### src/rtl/hazard_scoreboard_pkg.sv
// Shared types for the decode-side hazard scoreboard.
// Entry fields are sized for the largest supported configuration.
package hazard_scoreboard_pkg;

  localparam int RD_MAX = 8;
  localparam int AV_MAX = 4;
  localparam int FWD_RF = 0;

  typedef struct packed {
    logic              v;
    logic [RD_MAX-1:0] rd;
    logic [AV_MAX-1:0] avail;
  } sb_entry_t;

  function automatic int w1(input int n);
    return (n > 1) ? $clog2(n) : 1;
  endfunction

endpackage

### src/rtl/hazard_scoreboard_match.sv
// Priority search of one source operand over the in-flight writers.
// The youngest matching stage decides between forward and stall.
module sb_match
  import hazard_scoreboard_pkg::*;
#(
  parameter int NSTAGE = 2,
  parameter int REG_W  = 5,
  parameter int SEL_W  = 2
) (
  input  sb_entry_t [NSTAGE-1:0] ents,
  input  logic [REG_W-1:0]       ra,
  output logic                   hit,
  output logic [SEL_W-1:0]       sel,
  output logic                   stall
);

  // Walk oldest to youngest so the youngest match overwrites.
  always_comb begin
    hit   = 1'b0;
    sel   = SEL_W'(FWD_RF);
    stall = 1'b0;
    for (int s = NSTAGE - 1; s >= 0; s--) begin
      if (ra != '0 && ents[s].v &&
          ents[s].rd == RD_MAX'(ra)) begin
        hit = 1'b1;
        if (AV_MAX'(s) >= ents[s].avail) begin
          sel   = SEL_W'(s + 1);
          stall = 1'b0;
        end else begin
          sel   = SEL_W'(FWD_RF);
          stall = 1'b1;
        end
      end
    end
  end

endmodule

### src/rtl/hazard_scoreboard.sv
// Decode-side scoreboard: in-flight writer shift register,
// forwarding selects, load-use and HI/LO stalls.
module hazard_scoreboard
  import hazard_scoreboard_pkg::*;
#(
  parameter int NSTAGE = 2,
  parameter int NSRC   = 2,
  parameter int LAT_W  = 6,
  parameter int REG_W  = 5,
  localparam int AW    = w1(NSTAGE),
  localparam int SW    = $clog2(NSTAGE + 1)
) (
  input  logic                  clk,
  input  logic                  resetn,
  input  logic                  adv,
  input  logic                  flush,
  input  logic                  issue_valid,
  input  logic [REG_W-1:0]      issue_rd,
  input  logic [AW-1:0]         issue_avail,
  input  logic                  issue_hilo,
  input  logic [LAT_W-1:0]      issue_lat,
  input  logic [NSRC*REG_W-1:0] src_ra,
  input  logic                  src_hilo,
  output logic [NSRC*SW-1:0]    fwd_sel,
  output logic                  stall,
  output logic                  hilo_busy
);

  sb_entry_t [NSTAGE-1:0] ents;
  logic [LAT_W-1:0]       hilo_cnt;
  logic [NSRC-1:0]        src_stall;
  logic                   hilo_load;
  sb_entry_t              ins;

  for (genvar i = 0; i < NSRC; i++) begin : g_src
    logic          hit;
    logic [SW-1:0] sel;
    sb_match #(
      .NSTAGE(NSTAGE),
      .REG_W (REG_W),
      .SEL_W (SW)
    ) u_match (
      .ents (ents),
      .ra   (src_ra[i*REG_W +: REG_W]),
      .hit  (hit),
      .sel  (sel),
      .stall(src_stall[i])
    );
    assign fwd_sel[i*SW +: SW] = hit ? sel : SW'(FWD_RF);
  end

  assign hilo_busy = (hilo_cnt != '0);

  // Single divider: a new HI/LO op also waits for the busy one.
  assign stall = (|src_stall) ||
                 (hilo_busy && (src_hilo || issue_hilo));

  assign ins.v     = issue_valid && (issue_rd != '0) && !stall;
  assign ins.rd    = RD_MAX'(issue_rd);
  assign ins.avail = AV_MAX'(issue_avail);

  assign hilo_load = issue_hilo && issue_valid && adv &&
                     !stall && !flush;

  always_ff @(posedge clk or negedge resetn) begin
    if (!resetn) begin
      ents <= '0;
    end else if (flush) begin
      ents <= '0;
    end else if (adv) begin
      for (int s = NSTAGE - 1; s > 0; s--) begin
        ents[s] <= ents[s-1];
      end
      ents[0] <= ins;
    end
  end

  always_ff @(posedge clk or negedge resetn) begin
    if (!resetn) begin
      hilo_cnt <= '0;
    end else if (hilo_load) begin
      hilo_cnt <= issue_lat;
    end else if (hilo_busy) begin
      hilo_cnt <= hilo_cnt - 1'b1;
    end
  end

endmodule

### config.mk
export PLATFORM = sky130hd
export DESIGN_NAME = hazard_scoreboard
export DESIGN_NICKNAME = d
export VERILOG_FILES = /design/src/rtl/hazard_scoreboard_pkg.sv /design/src/rtl/hazard_scoreboard_match.sv /design/src/rtl/hazard_scoreboard.sv
export SDC_FILE = /design/constraint.sdc
export NUM_CORES = 1
export LEC_CHECK = 0
export ABC_AREA = 1
export CAP_MARGIN = 20
export CORE_AREA = 3 3 60 62
export CTS_CLUSTER_DIAMETER = 30
export DETAILED_ROUTE_END_ITERATION = 10
export DIE_AREA = 0 0 63 65
export PLACE_DENSITY = 0.72
export SLEW_MARGIN = 10
export SYNTH_ARGS = -nofsm -noshare
export SYNTH_HDL_FRONTEND = slang
export SYNTH_SLANG_ARGS = --single-unit
### constraint.sdc
create_clock -name clk -period 1.55 [get_ports clk]
set_input_delay 0.465 -clock clk [delete_from_list [all_inputs] [get_ports clk]]
set_output_delay 0.465 -clock clk [all_outputs]
set_load 0.02 [all_outputs]
-- Yosys cells after proc, flatten, opt, wreduce, memory -nomap -nowiden
Cells that the tools add are included.
- output and inout bits: 6
- flip-flop bits (word level): 32
- word-level logic and storage cells: 62
- eq/ne operators: 4
- reductions and logical operators: 26
- magnitude comparators: 2
- $add $sub $neg: 1
- multiplexer cells: 22
- operators with widths (cell ; number):
    two-way mux 26 bit ; 2
    == test 8 x 5 -> 1 bit ; 4
    logical AND 1 bit ; 15
    nonzero test 5 bit ; 3
    two-way mux 2 bit ; 7
    two-way mux 6 bit ; 2
    two-way mux 1 bit ; 11
    greater-or-equal comparator 1 x 4 -> 1 bit, first input constant ; 2
    nonzero test 6 bit ; 1
    subtractor 6 x 1 -> 6 bit, second input constant ; 1
    nonzero test 2 bit ; 2
    zero test 1 bit ; 2
    logical OR 1 bit ; 2
    OR reduction 2 bit ; 1

-- Longest topological paths before layout
- word-level depth: 11
- gate-level depth with buffers: 13

-- Cells and area by module
From an unflattened synthesis, not the netlist that was laid out.
- cell total of the unflattened synthesis: 241
- area total of the unflattened synthesis: 1609.0 um2
- by module, submodules not included (module ; sequential area each (um2) ; times used ; area an instance (um2) ; cells an instance):
    hazard_scoreboard ; 500.5 ; 1 ; 1081.0 ; 131
    sb_match ; 0.0 ; 2 ; 264.0 ; 55

-- Worst setup path after synthesis
Ideal clock, no wire load.
- path type: in2out
- start point: input port src_ra[6]
- end point: output port fwd_sel[3]
- stages: 7
- slack: -0.451 ns
- arrival: 1.536 ns
- cells stage by stage: inv_1 -> nand2_1 -> nor2_2 -> nor2_2 -> nand2_2 -> nand2_1 -> nor4_1
- word-level cells in the longest chain between the ends: 6
- elaborated cells between the ends (all ways): 12
- RTL lines (element ; RTL line ; source):
    start, declared ; hazard_scoreboard.sv:22 ; input logic [NSRC*REG_W-1:0] src_ra,
    nonzero test 5 bit ; hazard_scoreboard_match.sv:23 ; if (ra != '0 && ents[s].v &&
    logical AND 1 bit (2 in a row) ; hazard_scoreboard_match.sv:23 ;
    two-way mux 2 bit / two-way mux 1 bit (equally long branches) (2 in a row) ; hazard_scoreboard_match.sv:23 ;
    two-way mux 2 bit (*) ; hazard_scoreboard.sv:49 ; assign fwd_sel[i*SW +: SW] = hit ? sel : SW'(FWD_RF);
    end, declared ; hazard_scoreboard.sv:24 ; output logic [NSRC*SW-1:0] fwd_sel,
Every way passes the cells marked *; elsewhere a longest branch is shown, timed or not.

-- Final worst setup path
- start point: register ents[6] (netlist name)
- end point: output port stall
- word-level cells in the longest chain between the ends: 5
- elaborated cells between the ends (all ways): 8
- RTL lines (element ; RTL line ; source):
    == test 8 x 5 -> 1 bit ; hazard_scoreboard_match.sv:24 ; ents[s].rd == RD_MAX'(ra)) begin
    logical AND 1 bit ; hazard_scoreboard_match.sv:23 ;
    two-way mux 1 bit ; hazard_scoreboard_match.sv:23 ;
    OR reduction 2 bit (*) ; hazard_scoreboard.sv:55 ; assign stall = (|src_stall) ||
    logical OR 1 bit (*) ; hazard_scoreboard.sv:55 ;
    end, declared ; hazard_scoreboard.sv:25 ; output logic stall,
Marks and branches as above.

==> reports/summary.txt <==
Critical-path maximum fanout - 3
Critical-path cell list - inv_2 -> nand2_2 -> nand2_1 -> nand2_1 -> nor2_2 -> nand2_2 -> nand2_2 -> nand2_4 -> nand2_4 -> buf_6
Die X - 63 µm
H-tree level count - 1
# DRC - 0
Leak pwr - 1.13 nW
TritonCTS buffer count - 3
Starting DRC count in detailed routing - 123
Mapped Cells - 190
Synthesis-to-finish area growth - 68.6%
Row count - 20
Final setup violation count - 12
Synth area leader - dfrtp_1
Yosys warnings - 0
Synth Cell Area - 1350 µm²
Run status - complete, but fails checks
Final Wtd Congestion - 0.858
Final hold vios - 0
Register bit total from synthesis - 19
Syn nets - 221
Vias in the first global route - 1,505
Final HPWL DP - 2.86 mm
CTS Hold Bufs - 0
Die area - 4100 µm²
Initial Util - 43.8%
Max Transition Viols Final - 0
Grt total ovfl - 0
Yosys cell types - 29
Power consumption - 1.94 mW
Mean Syn Cell Area - 7.10 µm²
Placeable Area - 3080 µm²
Clock buffer depth - 2
Slew Limit Headroom - 77.6%
CP required - 1.08 ns
RR Startpoint - ents[6]
Sequential-to-total area share from yosys stat - 35.3%
Vias/cell - 4.86
Final net count - 305
Number of max-cap violations - 0
Initial antenna violation count - 0
Wire per inst - 12.5 µm
Worst-path clk slew - 0.11 ns
Total GRT Usage - 19.5%
Most frequent cell after synthesis - nand2_1
Tmin final - 2.10 ns
Port bufs - 34
RSZ-0062 raised after global routing - true
Tcrit/Tclk final - 135%
Clk Latency, worst-skew pair - 0.29 ns
Commonest cells post-synth - nand2_1 (53), inv_1 (37), dfrtp_1 (19), o22ai_1 (12), nand3_1 (10)
Root Driver - clkbuf_4
Setup ws final - -0.549 ns
Worst Skew - 0.000953 ns
Clock tree sinks - 19
Final ANT Viol Nets - 0
Synth Flop Type - dfrtp_1
CTS tree - done
Tightest Pin Transition - 0.335 ns
Yosys top cell area share - 35.3%
Die Height - 65 µm
Asr flop ratio synth - 100%
Layout Cells excl Fill - 317
Worst path slowest cell - dfrtp_1
Routed WL - 3.96 mm
# fillers - 232
FMAX - 476 MHz
Crit path max-delay family - simple AND/OR/NAND/NOR gates
ANT cells - 0
Worst slack, placed - -1.25 ns
CP Capture Type - primary output
First-pass GRT wire length - 6.39 mm
Setup crit start kind - flip-flop
Largest net degree at the start of global routing - 20
CP arrival - 1.63 ns
Crit path from - ents[6]
EDFF count, synth - 0
CP max stage delay - 0.44 ns
Pwr Density - 854 nW/µm²
Top cells by area, synth - dfrtp_1 (35%), nand2_1 (15%), inv_1 (10%)
FF-to-FF setup slack - -0.12 ns
Dpl cells - 300
I/O pin cnt - 35
CP dominant cell by count - nand2_2
Via count - 1,540
Pre-Repair DR Iteration Count - 4
Failing checks - setup timing
Worst IR Drop VDD - 0.733 mV
Critical path buffer and inverter count - 2
Fraction of layout cells with a size suffix above 1 - 41.8%
Hold crit path type - in -> async
CP Class - reg -> out
==> metrics by stage <==
step | instance area [µm²] | utilization [%] | hold slack (ns) | setup TNS (ns)
5_1_grt | 2270 | 73.9 | 0.503 | -4.09
4_1_cts | 2240 | 72.7 | 0.500 | -2.34
6_report | 2270 | 73.9 | 0.492 | -3.04
3_3_place_gp | 2050 | 66.7 | 0.586 | -11.30
3_5_place_dp | 2050 | 66.7 | 0.591 | -11.48
2_1_floorplan | 1410 | - | 0.169 | -0.316
==> registers in the layout (all words and copies together) (netlist names) <==
signal,flops
ents,13
hilo_cnt,6
==> cells in the final DEF (no fill, tap or decap), types with 5 or more instances in the layout <==
| cell | n |
|---|---|
| xor2_1 | 6 |
| buf_4 | 46 |
| clkdlybuf4s50_1 | 18 |
| dfrtp_1 | 19 |
| inv_1 | 24 |
| o22ai_1 | 12 |
| nand3_1 | 8 |
| nor2_4 | 5 |
| inv_2 | 20 |
| clkdlybuf4s15_1 | 8 |
| nand2_2 | 10 |
| buf_6 | 7 |
| nand2_1 | 45 |
==> kinds of logic after synthesis <==
family | count (synthesis) | synth area share [%]
DFF | 19 | 35.3
xor gates and xnor gates | 7 | 4.55
AOI/OAI and AO/OA | 29 | 14.2
and+or+nand+nor | 87 | 31.3
buffers and inverters | 46 | 12.9
adders and majority gates | 2 | 1.85
==> worst paths after layout <==
kind                               endpoint  cells after the start
worst max-delay path                  stall                     10
worst min-delay path               ents[21]                      2
worst max register to register  hilo_cnt[5]                     13
worst min register to register     ents[17]                      2
max in group asynchronous       hilo_cnt[2]                      2
min in group clk                   ents[17]                      2
==> area by class of cell <==
cell class | instances | area (µm²) | area share [%]
Inverter | 44 | 165 | 7.26
Clock inverter | 1 | 5.00 | 0.220
Sequential cell | 19 | 475 | 20.9
Clock buffer | 3 | 22.5 | 0.990
Timing Repair Buffer | 81 | 707 | 31.1
Multi-Input combinational cell | 125 | 845 | 37.1
Tap cell | 44 | 55.1 | 2.42
==> per-layer routing <==
metal / GRT usage [%] / vias up / wire length (µm)
li1: - / 775 / -
met1: 25.1 / 700 / 1850
met2: 32.9 / 57 / 1830
met3: 3.12 / 8 / 194
met4: 7.44 / 0 / 84
met5: 0 / - / 0
==> worst register-to-register path: stages, from the launching register on <==
cell and delay (ns):
dfrtp_1 0.44, inv_2 0.11, nand2_2 0.05, nand2_1 0.07
nand2_1 0.09, nor2_2 0.15, nand2_2 0.09, nand2_2 0.09
nand2_4 0.07, buf_6 0.14, nand3_4 0.09, nand2_1 0.08
nand2_1 0.07, inv_1 0.04
==> repair_timing <==
action / in CTS / in global routing
setup buffers: 9 / 4
pin swaps: 19 / 5
gates cloned: 0 / 0
setup endpoints to repair: 13 / 12
resized for setup: 79 / 6
==> report_power, final <==
part           internal, mW  switching [mW]  total (mW)
clock network        0.0960           0.151       0.247
registers             0.596          0.0705       0.666
logic                 0.524           0.507        1.03
total                  1.22           0.728        1.94
(Power assumes the default switching activity.)
